### config.mk
export PLATFORM = sky130hd
export DESIGN_NAME = img_io_rx_ctrl_p_flat
export DESIGN_NICKNAME = d
export VERILOG_FILES = /design/src/rtl/img_io_rx_ctrl_p_if.sv /design/src/rtl/img_io_rx_ctrl_p.sv /design/src/flat_wrapper.sv
export SDC_FILE = /design/constraint.sdc
export NUM_CORES = 1
export LEC_CHECK = 0
export ABC_AREA = 1
export BUFFER_PORTS_ARGS = -buffer_cell sky130_fd_sc_hd__buf_2
export CORE_ASPECT_RATIO = 1.25
export CORE_MARGIN = 4
export CORE_UTILIZATION = 32
export CTS_BUF_LIST = sky130_fd_sc_hd__clkbuf_2
export DETAILED_ROUTE_END_ITERATION = 7
export GPL_TIMING_DRIVEN = 0
export PLACE_DENSITY = 0.49
export SYNTH_ARGS = -nofsm -noshare
export SYNTH_HDL_FRONTEND = slang
export SYNTH_SLANG_ARGS = --single-unit
export TNS_END_PERCENT = 10
### constraint.sdc
create_clock -name clk -period 1.8 [get_ports clk]
set_input_delay 0.36 -clock clk [delete_from_list [all_inputs] [get_ports clk]]
set_output_delay 0.36 -clock clk [all_outputs]
set_load 0.01 [all_outputs]
### src/rtl/img_io_rx_ctrl_p_if.sv
// Pixel-receive interface for img_io_rx_ctrl_p: frame configuration and start/abort,
// the incoming pixel handshake, status, and the image SRAM write port.
interface img_io_rx_ctrl_p_if #(
   parameter int DATA_W = 8,
   parameter int ROW_W  = 8,
   parameter int COL_W  = 8,
   parameter int ADDR_W = 14
);
   logic              en;
   logic              abort;
   logic [ROW_W-1:0]  nrows;
   logic [COL_W-1:0]  ncols;
   logic              mode;
   logic [ADDR_W-1:0] base_addr;
   logic [DATA_W-1:0] din;
   logic              din_valid;
   logic              din_ready;
   logic              busy;
   logic              done;
   logic              sram_we;
   logic [ADDR_W-1:0] sram_addr;
   logic [DATA_W-1:0] sram_din;

   // Pad-side controller that drives the frame and pixels.
   modport master (
      output en, abort, nrows, ncols, mode, base_addr, din, din_valid,
      input  din_ready, busy, done, sram_we, sram_addr, sram_din
   );

   // The receiver itself.
   modport slave (
      input  en, abort, nrows, ncols, mode, base_addr, din, din_valid,
      output din_ready, busy, done, sram_we, sram_addr, sram_din
   );
endinterface

### src/rtl/img_io_rx_ctrl_p.sv
// Image-load receiver: accepts a row-major pixel stream and writes each pixel to
// SRAM in row-major or transposed layout starting at a programmable base address.
// Addresses are generated incrementally (no multiplier) and wrap modulo 2^ADDR_W.
module img_io_rx_ctrl_p #(
   parameter int DATA_W = 8,
   parameter int ROW_W  = 8,
   parameter int COL_W  = 8,
   parameter int ADDR_W = 14
) (
   input logic               clk,
   input logic               rstn,
   img_io_rx_ctrl_p_if.slave bus
);

   typedef enum logic [1:0] {IDLE, RECV, DONE} state_t;

   state_t            state_q, state_d;
   logic [ROW_W-1:0]  nrows_q, r_q;
   logic [COL_W-1:0]  ncols_q, c_q;
   logic              mode_q;
   logic [ADDR_W-1:0] addr_q;
   logic [ADDR_W-1:0] row_start_q;
   logic              start_p0;
   logic              accept_p0;
   logic              last_col_p0;
   logic              last_row_p0;
   logic              vld_p1;
   logic [ADDR_W-1:0] addr_p1;
   logic [DATA_W-1:0] din_p1;

   // Address sum that deliberately wraps to ADDR_W bits.
   function automatic logic [ADDR_W-1:0] wrap_add(input logic [ADDR_W-1:0] a,
                                                  input logic [ADDR_W-1:0] b);
      return a + b;
   endfunction

   // abort outranks both a start request and pixel acceptance.
   assign start_p0    = (state_q == IDLE) && bus.en && !bus.abort;
   assign accept_p0   = (state_q == RECV) && bus.din_valid && !bus.abort;
   assign last_col_p0 = (c_q == ncols_q - COL_W'(1));
   assign last_row_p0 = (r_q == nrows_q - ROW_W'(1));

   // State register.
   always_ff @(posedge clk or negedge rstn) begin
      if (!rstn) state_q <= IDLE;
      else       state_q <= state_d;
   end

   // Next-state decode and status outputs.
   always_comb begin
      state_d       = state_q;
      bus.busy      = 1'b0;
      bus.din_ready = 1'b0;
      bus.done      = 1'b0;
      case (state_q)
         IDLE: begin
            if (start_p0) begin
               if ((bus.nrows == '0) || (bus.ncols == '0)) state_d = DONE;
               else                                      state_d = RECV;
            end
         end
         RECV: begin
            bus.busy      = 1'b1;
            bus.din_ready = 1'b1;
            if (accept_p0 && last_col_p0 && last_row_p0) state_d = DONE;
         end
         DONE: begin
            bus.done = !bus.abort;
            state_d  = IDLE;
         end
         default: state_d = IDLE;
      endcase
      if (bus.abort) state_d = IDLE;
   end

   // Stage p0: frame configuration, pixel counters and incremental address.
   // Transposed layout steps by nrows along a row and restarts one past the
   // previous row's first address, tracked in row_start_q.
   always_ff @(posedge clk or negedge rstn) begin
      if (!rstn) begin
         nrows_q     <= '0;
         ncols_q     <= '0;
         mode_q      <= 1'b0;
         r_q         <= '0;
         c_q         <= '0;
         addr_q      <= '0;
         row_start_q <= '0;
      end else if (start_p0) begin
         nrows_q     <= bus.nrows;
         ncols_q     <= bus.ncols;
         mode_q      <= bus.mode;
         r_q         <= '0;
         c_q         <= '0;
         addr_q      <= bus.base_addr;
         row_start_q <= bus.base_addr;
      end else if (accept_p0) begin
         if (last_col_p0) begin
            c_q <= '0;
            r_q <= r_q + ROW_W'(1);
            if (mode_q) begin
               row_start_q <= wrap_add(row_start_q, ADDR_W'(1));
               addr_q      <= wrap_add(row_start_q, ADDR_W'(1));
            end else begin
               addr_q <= wrap_add(addr_q, ADDR_W'(1));
            end
         end else begin
            c_q    <= c_q + COL_W'(1);
            addr_q <= mode_q ? wrap_add(addr_q, ADDR_W'(nrows_q))
                             : wrap_add(addr_q, ADDR_W'(1));
         end
      end
   end

   // Stage p1: registered SRAM write; address and data hold when idle.
   always_ff @(posedge clk or negedge rstn) begin
      if (!rstn) begin
         vld_p1  <= 1'b0;
         addr_p1 <= '0;
         din_p1  <= '0;
      end else begin
         vld_p1 <= accept_p0;
         if (accept_p0) begin
            addr_p1 <= addr_q;
            din_p1  <= bus.din;
         end
      end
   end

   assign bus.sram_we   = vld_p1;
   assign bus.sram_addr = addr_p1;
   assign bus.sram_din  = din_p1;

endmodule

### src/flat_wrapper.sv
// flat-port wrapper written by rule: the top's interface ports become plain ports
module img_io_rx_ctrl_p_flat 
#(
   parameter int DATA_W = 8,
   parameter int ROW_W  = 8,
   parameter int COL_W  = 8,
   parameter int ADDR_W = 14
)
  (clk, rstn, bus_en, bus_abort, bus_nrows, bus_ncols, bus_mode, bus_base_addr, bus_din, bus_din_valid, bus_din_ready, bus_busy, bus_done, bus_sram_we, bus_sram_addr, bus_sram_din);
  img_io_rx_ctrl_p_if #(.DATA_W(DATA_W), .ROW_W(ROW_W), .COL_W(COL_W), .ADDR_W(ADDR_W)) bus_i ();
  input logic clk;
  input logic rstn;
  input wire logic [$bits(bus_i.en)-1:0] bus_en;
  input wire logic [$bits(bus_i.abort)-1:0] bus_abort;
  input wire logic [$bits(bus_i.nrows)-1:0] bus_nrows;
  input wire logic [$bits(bus_i.ncols)-1:0] bus_ncols;
  input wire logic [$bits(bus_i.mode)-1:0] bus_mode;
  input wire logic [$bits(bus_i.base_addr)-1:0] bus_base_addr;
  input wire logic [$bits(bus_i.din)-1:0] bus_din;
  input wire logic [$bits(bus_i.din_valid)-1:0] bus_din_valid;
  output wire logic [$bits(bus_i.din_ready)-1:0] bus_din_ready;
  output wire logic [$bits(bus_i.busy)-1:0] bus_busy;
  output wire logic [$bits(bus_i.done)-1:0] bus_done;
  output wire logic [$bits(bus_i.sram_we)-1:0] bus_sram_we;
  output wire logic [$bits(bus_i.sram_addr)-1:0] bus_sram_addr;
  output wire logic [$bits(bus_i.sram_din)-1:0] bus_sram_din;
  assign bus_i.en = bus_en;
  assign bus_i.abort = bus_abort;
  assign bus_i.nrows = bus_nrows;
  assign bus_i.ncols = bus_ncols;
  assign bus_i.mode = bus_mode;
  assign bus_i.base_addr = bus_base_addr;
  assign bus_i.din = bus_din;
  assign bus_i.din_valid = bus_din_valid;
  assign bus_din_ready = bus_i.din_ready;
  assign bus_busy = bus_i.busy;
  assign bus_done = bus_i.done;
  assign bus_sram_we = bus_i.sram_we;
  assign bus_sram_addr = bus_i.sram_addr;
  assign bus_sram_din = bus_i.sram_din;
  img_io_rx_ctrl_p #(.DATA_W(DATA_W), .ROW_W(ROW_W), .COL_W(COL_W), .ADDR_W(ADDR_W)) u_core (.clk(clk), .rstn(rstn), .bus(bus_i));
endmodule
# Yosys cells after proc, flatten, opt, wreduce, memory -nomap -nowiden
# Index checks and enable logic that the tools add are counted.
# word_totals
regBits,86
inputBits,44
output_inout_bits,26
# op_classes
n_addsub,7
eq_ne,6
muxes,22
n_reduce_logical,17
# ops
op,n
14-bit 2-to-1 mux,9
8-bit 2-to-1 mux,6
14-bit by 1-bit adder with 14-bit output (second input constant),2
8-bit by 1-bit adder with 8-bit output (second input constant),2
8-bit == test,2
8-bit logical NOT,2
8-bit by 1-bit subtractor with 8-bit output (second input constant),2
14-bit by 8-bit adder with 14-bit output,1
2-bit 2-to-1 mux,4
1-bit logical AND,6
2-bit nonzero test,3
2-bit case mux with 2 select lines,1
2-bit AND reduction,2
3-bit by 2-bit inequality test with 1-bit output (second input constant),1
3-bit inequality test (second input constant),1
3-bit AND reduction,1
2-bit by 1-bit == test with 1-bit output (second input constant),1
2-bit == test (second input constant),1
2-bit logical NOT,1
1-bit 2-to-1 mux,2
1-bit logical NOT,1
1-bit logical OR,1

# Depth between registers and ports, before layout
# Gate-level depths: netlist (run 1).
# logic_depth
word_depth,8
mapped_depth,16
ltp_nobuf,16

# Least setup slack after synthesis (run 1)
# OpenSTA, ideal clock, no wires.
# synth_path
kind,register -> register
start,register u_core.ncols_q[0]
end,register u_core.row_start_q[7]
arrival_ps,1911
setup_slack_ps,-227
path_stages_with_launch,14
period_less_slack_ps,2027
path_cell_list,dfrtp_1 -> inv_1 -> ha_1 -> nand2_1 -> inv_1 -> nor2_1 -> nand2_1 -> nor3_4 -> nand3_4 -> nand2_4 -> nand2_4 -> buf_6 -> nand2_1 -> nand2_1
# synth_via
elab_chain_cells,4
# synth_rtl
item,line_no,text
"start, declared",img_io_rx_ctrl_p.sv:19,"logic [COL_W-1:0] ncols_q, c_q;"
"start signal, assigned",img_io_rx_ctrl_p.sv:90,ncols_q <= bus.ncols;
8-bit by 1-bit subtractor with 8-bit output,img_io_rx_ctrl_p.sv:40,assign last_col_p0 = (c_q == ncols_q - COL_W'(1));
8-bit == test,img_io_rx_ctrl_p.sv:40,
2-bit nonzero test (no line),--,
3-bit AND reduction (no line),--,
"end signal, assigned",img_io_rx_ctrl_p.sv:95,row_start_q <= bus.base_addr;
"end signal, assigned",img_io_rx_ctrl_p.sv:101,"row_start_q <= wrap_add(row_start_q, ADDR_W'(1));"
"end, declared",img_io_rx_ctrl_p.sv:22,logic [ADDR_W-1:0] row_start_q;
# Every way passes these cells.
# A chain may end at the register's enable or synchronous reset.

# Final worst setup path (run 1)
# layout_path
start,register u_core.ncols_q[1]
end,register u_core.addr_q[7]
# layout_via
elab_chain_cells,5
# layout_rtl
item,line_no,text
8-bit by 1-bit subtractor with 8-bit output,img_io_rx_ctrl_p.sv:40,
8-bit == test,img_io_rx_ctrl_p.sv:40,
14-bit 2-to-1 mux,img_io_rx_ctrl_p.sv:97,if (last_col_p0) begin
14-bit 2-to-1 mux,img_io_rx_ctrl_p.sv:96,end else if (accept_p0) begin
14-bit 2-to-1 mux,img_io_rx_ctrl_p.sv:88,end else if (start_p0) begin
"end signal, assigned",img_io_rx_ctrl_p.sv:94,addr_q <= bus.base_addr;
"end signal, assigned",img_io_rx_ctrl_p.sv:102,"addr_q <= wrap_add(row_start_q, ADDR_W'(1));"
"end signal, assigned",img_io_rx_ctrl_p.sv:104,"addr_q <= wrap_add(addr_q, ADDR_W'(1));"
"end, declared",img_io_rx_ctrl_p.sv:21,logic [ADDR_W-1:0] addr_q;
# Every way passes these cells. The select of a mux whose other input is x is not followed.

==> reports/qor.yml, run 1 <==
clkLatencyLatePin_ns: 0.63
p_switching_mw: 3.86
synth-compound-area-share: 0.0876
maxCapViolCount: 0
yosysSeqAreaShare: 0.362
cellPowerDensity_nw_per_um2: 1110
instances_no_fill: 1260
grt_max_degree: 57
cp_num_buf_inv: 3
track_usage: 0.188
worstSetupPathType: "reg2reg"
ys_warn_count: 0
yosys_most_used_dff: "dfrtp_1"
final_hold_viol_count: 0
worst_pin_slew_ns: 0.623
avgSynthCellArea_sq_um: 6.59
die_area_sq_um: 20800
setup_slack_ns: -0.307
vias: 6008
clk_transition_reported_paths_ns: 0.27
syn_area_sq_um: 5940
core_sq_um: 18200
muxShareOfSynthArea: 0
ys_ff_latch: 86
yosysTopAreaCell: "dfrtp_1"
crit_top_cell: "nand2_2"
antenna_found_initial: 1
chipWidth_um: 130
fillers: 2021
root_buffer: "clkbuf_2"
placed_area_sq_um: 6640
cts_tree: "yes"
hold_path.class: "in2reg"
synth_edf_count: 0
ant_nets: 0
vias_per_cell: 4.77
pwr-share-clk: 0.140
cts_max_level: 3
synth_async_sr_flop_share: 1.00
synth_top_family_by_area: "simple AND/OR/NAND/NOR gates"
drc: 0
slowest_stage: "dfrtp_1"
intPower_mw: 4.39
ir_worst_vdd_mv: 0.390
firstDrtPassIters: 5
overflow: 0
outcome: "finished, violations left"
seqPwrFrac: 0.369
drive_above_1_share: 0.185
slew_headroom: 0.585
drt_first_iter_violations: 378
place_congestion: 0.810
combPwrFrac: 0.491
layout_min_cycle_time_ns: 2.11
yosys.cell_types.count: 32
setup_viol: 46
worstPathRequired_ns: 2.35
synth_xor_area_frac: 0.0524
end_kind: "register"
clock-skew-final_ns: 0.0572
design_area_sq_um: 7420
area_growth_pct: 24.8
clockBufferDepth: 2
synth_top_area_frac: 0.362
finalNetCount: 1085
grt_pass1_wl_um: 30900
placed_cells: 1200
path_delay_family: "simple AND/OR/NAND/NOR gates"
synth-adder-area-share: 0.0328
violations: "negative setup slack"
route.detailed.wl_per_inst_um: 14.9
max_stage_delay_ns: 0.46
p_leak_nw: 3.85
io_buffers: 69
dpl.hpwl_um: 14200
clock-sinks: 86
synth_cells: 902
ios: 70
initial_core_util: 0.327
grt_setup_unrepaired: "yes"
fmax_ghz: 0.475
cp_data_arrival_time_ns: 2.65
fin_crit_sh: 1.17
path_cells: "inv_2 > ha_4 > nand2_2 > inv_2 > nor2_1 > nand2_1 > nor2_2 > nand3_2 > nor2_4 > nand3_4 > buf_8 > nor2_4 > nand2_2 > nand3_2 > nand2_2"
cp_max_fo: 6
die_h_um: 160
numCtsBuffers: 9
ys_top_cells_by_area: "dfrtp_1 (36%), nand2_1 (20%), nand3_1 (7.7%)"
num_rows: 55
yosys-top-cells-count: "nand2_1 (321), inv_1 (115), nand3_1 (91)"
syn_nets: 961
drt-total-wl_um: 18800
synth.most_common_cell: "nand2_1"
grt_pass1_vias: 5862
p_sw_frac: 0.468
cp-start-kind: "register"
slew_viol_final: 0
fin_tns_setup_ns: -7.84
synth-simple-area-share: 0.371
[metrics by stage]
step	util	hold WS, ns	setup WS (ns)	total power, mW
after floorplan	-	0.0644	-0.0912	5.50
after global placement	0.364	0.458	-0.628	6.70
after detailed placement	0.365	0.337	-0.599	6.70
after CTS	0.399	0.0125	-0.330	8.17
after global routing	0.408	0.0334	-0.468	9.05
final	0.408	0.0664	-0.307	8.25
[cell families after synthesis]
kind of cell | Yosys count
AO/OA/AOI/OAI | 100
XOR/XNOR | 34
adder cells (fa/ha/maj) | 15
buffers and inverters | 143
flip-flops | 86
AND/OR/NAND/NOR | 524
[state kept, by name (all words and copies together) (netlist names)]
register              count
u_core.bus.sram_din       8
u_core.state_q            2
u_core.mode_q             1
u_core.nrows_q            8
u_core.bus.sram_we        1
u_core.ncols_q            8
u_core.row_start_q       14
u_core.bus.sram_addr     14
u_core.r_q                8
u_core.c_q                8
u_core.addr_q            14
[per-layer routing]
metal	wire, um	global-route usage
met1	8830	0.263
met2	8870	0.301
met3	692	0.0210
met4	415	0.0638
met5	0	0
[timing repair]
| action | CTS | global route |
|---|---|---|
| pin swaps | 12 | 14 |
| hold buffers | 27 | 0 |
| resized for setup | 47 | 47 |
| cloned | 1 | 0 |
| setup buffers | 12 | 4 |
| hold endpoints to repair | 56 | 0 |
| setup endpoints to repair | 66 | 71 |
[layout by cell type, fill, tap and decap left out, types with 20 or more instances in the layout]
cell type / Yosys / final
buf_2: 5 / 70
dfrtp_1: 86 / 80
dlygate4sd3_1: 0 / 27
inv_1: 115 / 107
nand2_1: 321 / 305
nand2_2: 5 / 20
nand3_1: 91 / 83
nor2_1: 73 / 59
o21ai_0: 78 / 71
xor2_1: 27 / 27
[tightest hold or removal path: cells and delay by family]
family / cells / cell delay (ns)
AOI/OAI and AO/OA: 1 / 0.07
buffers and inverters: 2 / 0.12
and+or+nand+nor: 2 / 0.11
[power by group through the flow]
| stage | clock network, mW | logic (mW) | registers (mW) |
|---|---|---|---|
| 2_1_floorplan | 0 | 2.50 | 3.00 |
| 3_3_place_gp | 0 | 3.65 | 3.05 |
| 3_5_place_dp | 0 | 3.65 | 3.05 |
| 4_1_cts | 1.21 | 3.93 | 3.03 |
| 5_1_grt | 1.30 | 4.61 | 3.15 |
| 6_report | 1.16 | 4.05 | 3.04 |
[final timing paths]
kind	from	endpoint	slack [ns]	depth (start not counted)
hold / removal	bus_base_addr[2]	u_core.addr_q[2]$_DFFE_PN0P_	0.07	5
hold reg to reg	u_core.bus.sram_din[1]$_DFFE_PN0P_	u_core.bus.sram_din[1]$_DFFE_PN0P_	0.51	2
setup reg to reg	u_core.ncols_q[1]$_DFFE_PN0P_	u_core.addr_q[7]$_DFFE_PN0P_	-0.31	15
setup / recovery	u_core.ncols_q[1]$_DFFE_PN0P_	u_core.addr_q[7]$_DFFE_PN0P_	-0.31	15
max in group asynchronous	rstn	u_core.addr_q[4]$_DFFE_PN0P_	0.96	3
min in group asynchronous	rstn	u_core.bus.sram_din[7]$_DFFE_PN0P_	0.16	2
[final cells by class]
cell class                 instances  area [sq um]  share of cell area
buffer                            26           160              0.0216
clock buffer                       9          45.0             0.00607
clock inverter                     7          80.1              0.0108
timing repair buffer             113           785               0.106
sequential                        86          2160               0.291
inverter                         117           444              0.0599
multi-input combinational        673          3450               0.466
tap                              228           285              0.0385
antenna                            1          2.50            0.000337
Note: power is estimated with default switching activity, not from simulation.
==> inputs of run 2 (changes only) <==
--- a/config.mk
+++ b/config.mk
@@ -8,12 +8,11 @@
 export ABC_AREA = 1
 export BUFFER_PORTS_ARGS = -buffer_cell sky130_fd_sc_hd__buf_2
 export CORE_ASPECT_RATIO = 1.25
-export CORE_MARGIN = 4
-export CORE_UTILIZATION = 32
+export CORE_UTILIZATION = 55
 export CTS_BUF_LIST = sky130_fd_sc_hd__clkbuf_2
 export DETAILED_ROUTE_END_ITERATION = 7
 export GPL_TIMING_DRIVEN = 0
-export PLACE_DENSITY = 0.49
+export PLACE_DENSITY = 0.77
 export SYNTH_ARGS = -nofsm -noshare
 export SYNTH_HDL_FRONTEND = slang
 export SYNTH_SLANG_ARGS = --single-unit
==> run 2 against run 1 <==
Compared with the run above:
- the flow finishes with violations (design-rule violations, negative setup slack)
- register-to-register slack better by 0.05 ns
- global-route usage up 13 points
- sequential share of layout area up 0.053 points
- die area is 46% lower
- first-iteration DRC count increased by 74%
- clock skew shrank 0.031 ns
- via count grew 4.6%
- non-clock buffer count is 1 lower
- maximum frequency grew 2.4%
- combinational power grew 3%
- hold slack lost 0.024 ns
==> reports/qor.yml, run 2 (synthesis gave the netlist of run 1 again) <==
end_kind: "register"
multi_input_area_sq_um: 3550
setup_slack_ns: -0.258
fillers: 901
drt_first_iter_violations: 658
total_power_mw: 8.60
final_common_cell: "nand2_1"
worstSetupPathType: "reg2reg"
vias_per_cell: 5.40
grt_pass1_wl_um: 27000
drt-total-wl_um: 16900
setup_viol: 46
numCtsBuffers: 9
initial_core_util: 0.563
slew_headroom: 0.592
root_buffer: "clkbuf_2"
drive_above_1_share: 0.210
clock-skew-final_ns: 0.0264
instances_no_fill: 1163
cp-start-kind: "register"
overflow: 0
num_rows: 42
firstDrtPassIters: 8
fmax_ghz: 0.486
antenna_found_initial: 1
die_area_sq_um: 11200
place_congestion: 0.871
drc: 2
slew_viol_final: 0
utilization: 0.702
layout_common_cells: "nand2_1 (298), inv_1 (106), nand3_1 (83)"
ios: 70
grt_setup_unrepaired: "yes"
grt_max_degree: 56
worstPathRequired_ns: 2.31
dpl.hpwl_um: 11800
grt_pass1_vias: 5655
area_growth_pct: 24.7
cp_max_fo: 6
outcome: "finished, violations left"
violations: "design-rule violations, negative setup slack"
post-place-ws_ns: -0.501
ir_worst_vdd_mv: 0.655
hold_path.class: "in2reg"
clk_transition_reported_paths_ns: 0.27
io_buffers: 69
finalNetCount: 1084
whs_ns: 0.0426
route.detailed.wl_per_inst_um: 14.6
worst_pin_slew_ns: 0.613
cellPowerDensity_nw_per_um2: 1160
track_usage: 0.313
clockBufferDepth: 2
die_h_um: 118
clock-sinks: 86
placed_area_sq_um: 6520
clkLatencyLatePin_ns: 0.57
fin_crit_sh: 1.14
fin_tns_setup_ns: -8.03
chipWidth_um: 95.0
maxCapViolCount: 0
cp_data_arrival_time_ns: 2.57
final_hold_viol_count: 0
p_leak_nw: 3.89
ant_nets: 0
placed_cells: 1104
seqCellArea_sq_um: 2160
design_area_sq_um: 7410
layout_min_cycle_time_ns: 2.06
core_sq_um: 10600
cts_max_level: 3
vias: 6284
cts_tree: "yes"
run 2: worst paths after layout:
check / startpoint / endpoint / slack [ns] / cells past startpoint
worst max-delay path: u_core.ncols_q[1]$_DFFE_PN0P_ / u_core.addr_q[7]$_DFFE_PN0P_ / -0.26 / 14
worst min-delay path: bus_nrows[3] / u_core.nrows_q[3]$_DFFE_PN0P_ / 0.04 / 3
worst max register to register: u_core.ncols_q[1]$_DFFE_PN0P_ / u_core.addr_q[7]$_DFFE_PN0P_ / -0.26 / 14
worst min register to register: u_core.bus.sram_din[2]$_DFFE_PN0P_ / u_core.bus.sram_din[2]$_DFFE_PN0P_ / 0.51 / 2
max in group asynchronous: rstn / u_core.addr_q[3]$_DFFE_PN0P_ / 0.92 / 3
min in group asynchronous: rstn / u_core.bus.sram_addr[0]$_DFFE_PN0P_ / 0.25 / 2
run 2: repair_timing:
item,in CTS,in global routing
hold endpoints to repair,49,1
pin swaps,11,10
endpoints found under the setup margin,62,77
hold buffers,19,1
gates resized for setup,60,62
setup buffers,16,4
cloned,1,1
run 2: routing by layer:
layer	up-vias	global-route usage	share of wire
met4	0	0.126	0.031
met5	-	0	0
met1	2886	0.418	0.44
li1	3101	-	-
met3	46	0.0431	0.061
met2	251	0.507	0.47
run 2: power breakdown:
group / switching (mW) / total (mW) / internal [mW]
logic: 2.51 / 4.17 / 1.66
clock network: 0.754 / 1.36 / 0.606
registers: 0.594 / 3.07 / 2.47
run 2: final cells by class:
class	instances	area share
Buffer	26	0.0221
Tap cell	132	0.0223
Timing Repair Buffer	112	0.101
Antenna cell	1	0.000338
Multi-Input combinational cell	673	0.479
Inverter	117	0.0609
Clock buffer	9	0.00608
Clock inverter	7	0.0162
Sequential cell	86	0.292
run 2: critical path, stage by stage (launching register included):
cell and delay (ns):
dfrtp_1 0.45, inv_2 0.06, ha_4 0.26, nor2_1 0.05
nor2_2 0.12, nand2_2 0.08, nor2_2 0.10, nand3_2 0.10
nor2_4 0.13, nand3_4 0.11, buf_8 0.17, buf_4 0.14
nand3_1 0.08, nand3_2 0.08, nand2_2 0.06
==> inputs of run 3 (changes only) <==
--- a/config.mk
+++ b/config.mk
@@ -7,12 +7,14 @@
 export LEC_CHECK = 0
 export ABC_AREA = 1
 export BUFFER_PORTS_ARGS = -buffer_cell sky130_fd_sc_hd__buf_2
+export CELL_PAD_IN_SITES_DETAIL_PLACEMENT = 1
+export CELL_PAD_IN_SITES_GLOBAL_PLACEMENT = 1
 export CORE_ASPECT_RATIO = 1.25
-export CORE_UTILIZATION = 55
+export CORE_UTILIZATION = 39
 export CTS_BUF_LIST = sky130_fd_sc_hd__clkbuf_2
 export DETAILED_ROUTE_END_ITERATION = 7
 export GPL_TIMING_DRIVEN = 0
-export PLACE_DENSITY = 0.77
+export PLACE_DENSITY = 0.88
 export SYNTH_ARGS = -nofsm -noshare
 export SYNTH_HDL_FRONTEND = slang
 export SYNTH_SLANG_ARGS = --single-unit
==> run 3 against run 2 <==
Compared with the run above:
- the flow finishes with violations (negative hold slack, negative setup slack)
- clock-buffer cell count unchanged
- clock skew up 0.015 ns
- sequential power about the same
- first-iteration DRC count down 34%
==> reports/qor.yml, run 3 (synthesis gave the netlist of run 1 again) <==
setup.worst_path.end: "u_core.addr_q[5]$_DFFE_PN0P_"
clockBufferDepth: 2
slew_headroom: 0.574
area_growth_pct: 24.4
clock-sinks: 86
die_h_um: 140
setup_viol: 47
maxCapViolCount: 0
worst_r2r_startpoint: "u_core.ncols_q[0]$_DFFE_PN0P_"
chipWidth_um: 112
worstSetupPathType: "reg2reg"
overflow: 0
finalNetCount: 1083
die_area_sq_um: 15700
worstPathRequired_ns: 2.36
firstDrtPassIters: 8
route.detailed.wl_per_inst_um: 17.3
worstHoldPathCells: 3
drive_above_1_share: 0.196
final_common_cell: "nand2_1"
cts_max_level: 3
p_leak_nw: 3.87
cts_tree: "yes"
layout_common_cells: "nand2_1 (300), inv_1 (108), nand3_1 (84)"
final_hold_viol_count: 3
cp_max_fo: 7
grt_setup_unrepaired: "yes"
drt_first_iter_violations: 433
ir_worst_vdd_mv: 0.662
num_rows: 50
critPathLaunch: "u_core.ncols_q[0]$_DFFE_PN0P_"
fmax_ghz: 0.466
cellPowerDensity_nw_per_um2: 1220
place_congestion: 0.884
drt-total-wl_um: 21000
vias_per_cell: 5.36
clock-skew-final_ns: 0.0414
numCtsBuffers: 9
violations: "negative hold slack, negative setup slack"
clk_transition_reported_paths_ns: 0.27
layout_min_cycle_time_ns: 2.15
grt_pass1_vias: 6658
dpl.hpwl_um: 14700
slew_viol_final: 0
outcome: "finished, violations left"
placed_cells: 1154
reg2reg_to: "u_core.addr_q[5]$_DFFE_PN0P_"
core_sq_um: 15000
r2r_slack_ns: -0.35
worst_pin_slew_ns: 0.639
ios: 70
hold_path.class: "in2reg"
grt_max_degree: 57
cp_data_arrival_time_ns: 2.71
cp-start-kind: "register"
drc: 0
initial_core_util: 0.397
clkLatencyLatePin_ns: 0.64
total_power_mw: 9.01
rr_worst_depth: 15
vias: 6493
whs_ns: -0.0219
antenna_found_initial: 1
setup_slack_ns: -0.348
end_kind: "register"
fin_tns_setup_ns: -10.28
track_usage: 0.264
io_buffers: 69
fin_crit_sh: 1.19
utilization: 0.495
instances_no_fill: 1212
grt_pass1_wl_um: 32900
ant_nets: 0
root_buffer: "clkbuf_2"
run 3: critical path, stage by stage (launching register included):
cell and delay [ns]:
dfrtp_1 0.46, inv_2 0.11, ha_4 0.22, nand2_2 0.07, inv_2 0.03, nor2_2 0.11, nand2_2 0.07, nor2_2 0.11
nand3_2 0.09, nor2_4 0.12, nand3_4 0.11, buf_8 0.17, nor2_4 0.16, nand2_1 0.08, nand3_1 0.08, nand2_1 0.08
run 3: layer usage:
metal / vias to the layer above / global-route usage / wire length, um
met5: - / 0 / 0
met4: 0 / 0.104 / 834
met3: 71 / 0.0316 / 822
met2: 193 / 0.471 / 10500
met1: 3137 / 0.323 / 8780
li1: 3092 / - / -
run 3: cell type report:
type | count | area (sq um)
Antenna cell | 1 | 2.50
Buffer | 26 | 164
Clock buffer | 9 | 45.0
Clock inverter | 7 | 145
Fill cell | 1979 | 7560
Inverter | 117 | 444
Multi-Input combinational cell | 673 | 3460
Sequential cell | 86 | 2160
Tap cell | 182 | 228
Timing Repair Buffer | 111 | 749
run 3: worst min-delay path by stage:
stage | slack, ns | end | startpoint
global route | 0.008 | u_core.nrows_q[6]$_DFFE_PN0P_ | bus_nrows[6]
global placement | 0.46 | u_core.row_start_q[11]$_DFFE_PN0P_ | u_core.row_start_q[11]$_DFFE_PN0P_
CTS | 0.003 | u_core.nrows_q[0]$_DFFE_PN0P_ | bus_nrows[0]
floorplan | 0.06 | u_core.addr_q[0]$_DFFE_PN0P_ | rstn
detailed placement | 0.33 | u_core.row_start_q[10]$_DFFE_PN0P_ | rstn
finish | -0.02 | u_core.nrows_q[6]$_DFFE_PN0P_ | bus_nrows[6]
run 3: what timing repair did:
action	in CTS	in global routing
pin swaps	4	14
endpoints found under the setup margin	63	83
endpoints found under the hold margin	51	0
hold buffers	22	0
gates resized for setup	34	66
gates cloned	1	0
buffers inserted	9	9
run 3: stage by stage:
step	setup slack, ns	instance area (sq um)	hold WS [ns]
6_report	-0.348	7400	-0.0219
2_1_floorplan	-0.0912	5970	0.0644
5_1_grt	-0.457	7400	0.00798
3_5_place_dp	-0.656	6580	0.329
3_3_place_gp	-0.582	6550	0.456
4_1_cts	-0.386	7140	0.00296
run 3: power breakdown:
part	leakage (nW)	total [mW]	internal (mW)	switching, mW
registers	1.10	3.06	2.47	0.584
logic	2.66	4.41	1.64	2.78
clock network	0.103	1.54	0.743	0.792
total	3.87	9.01	4.85	4.16
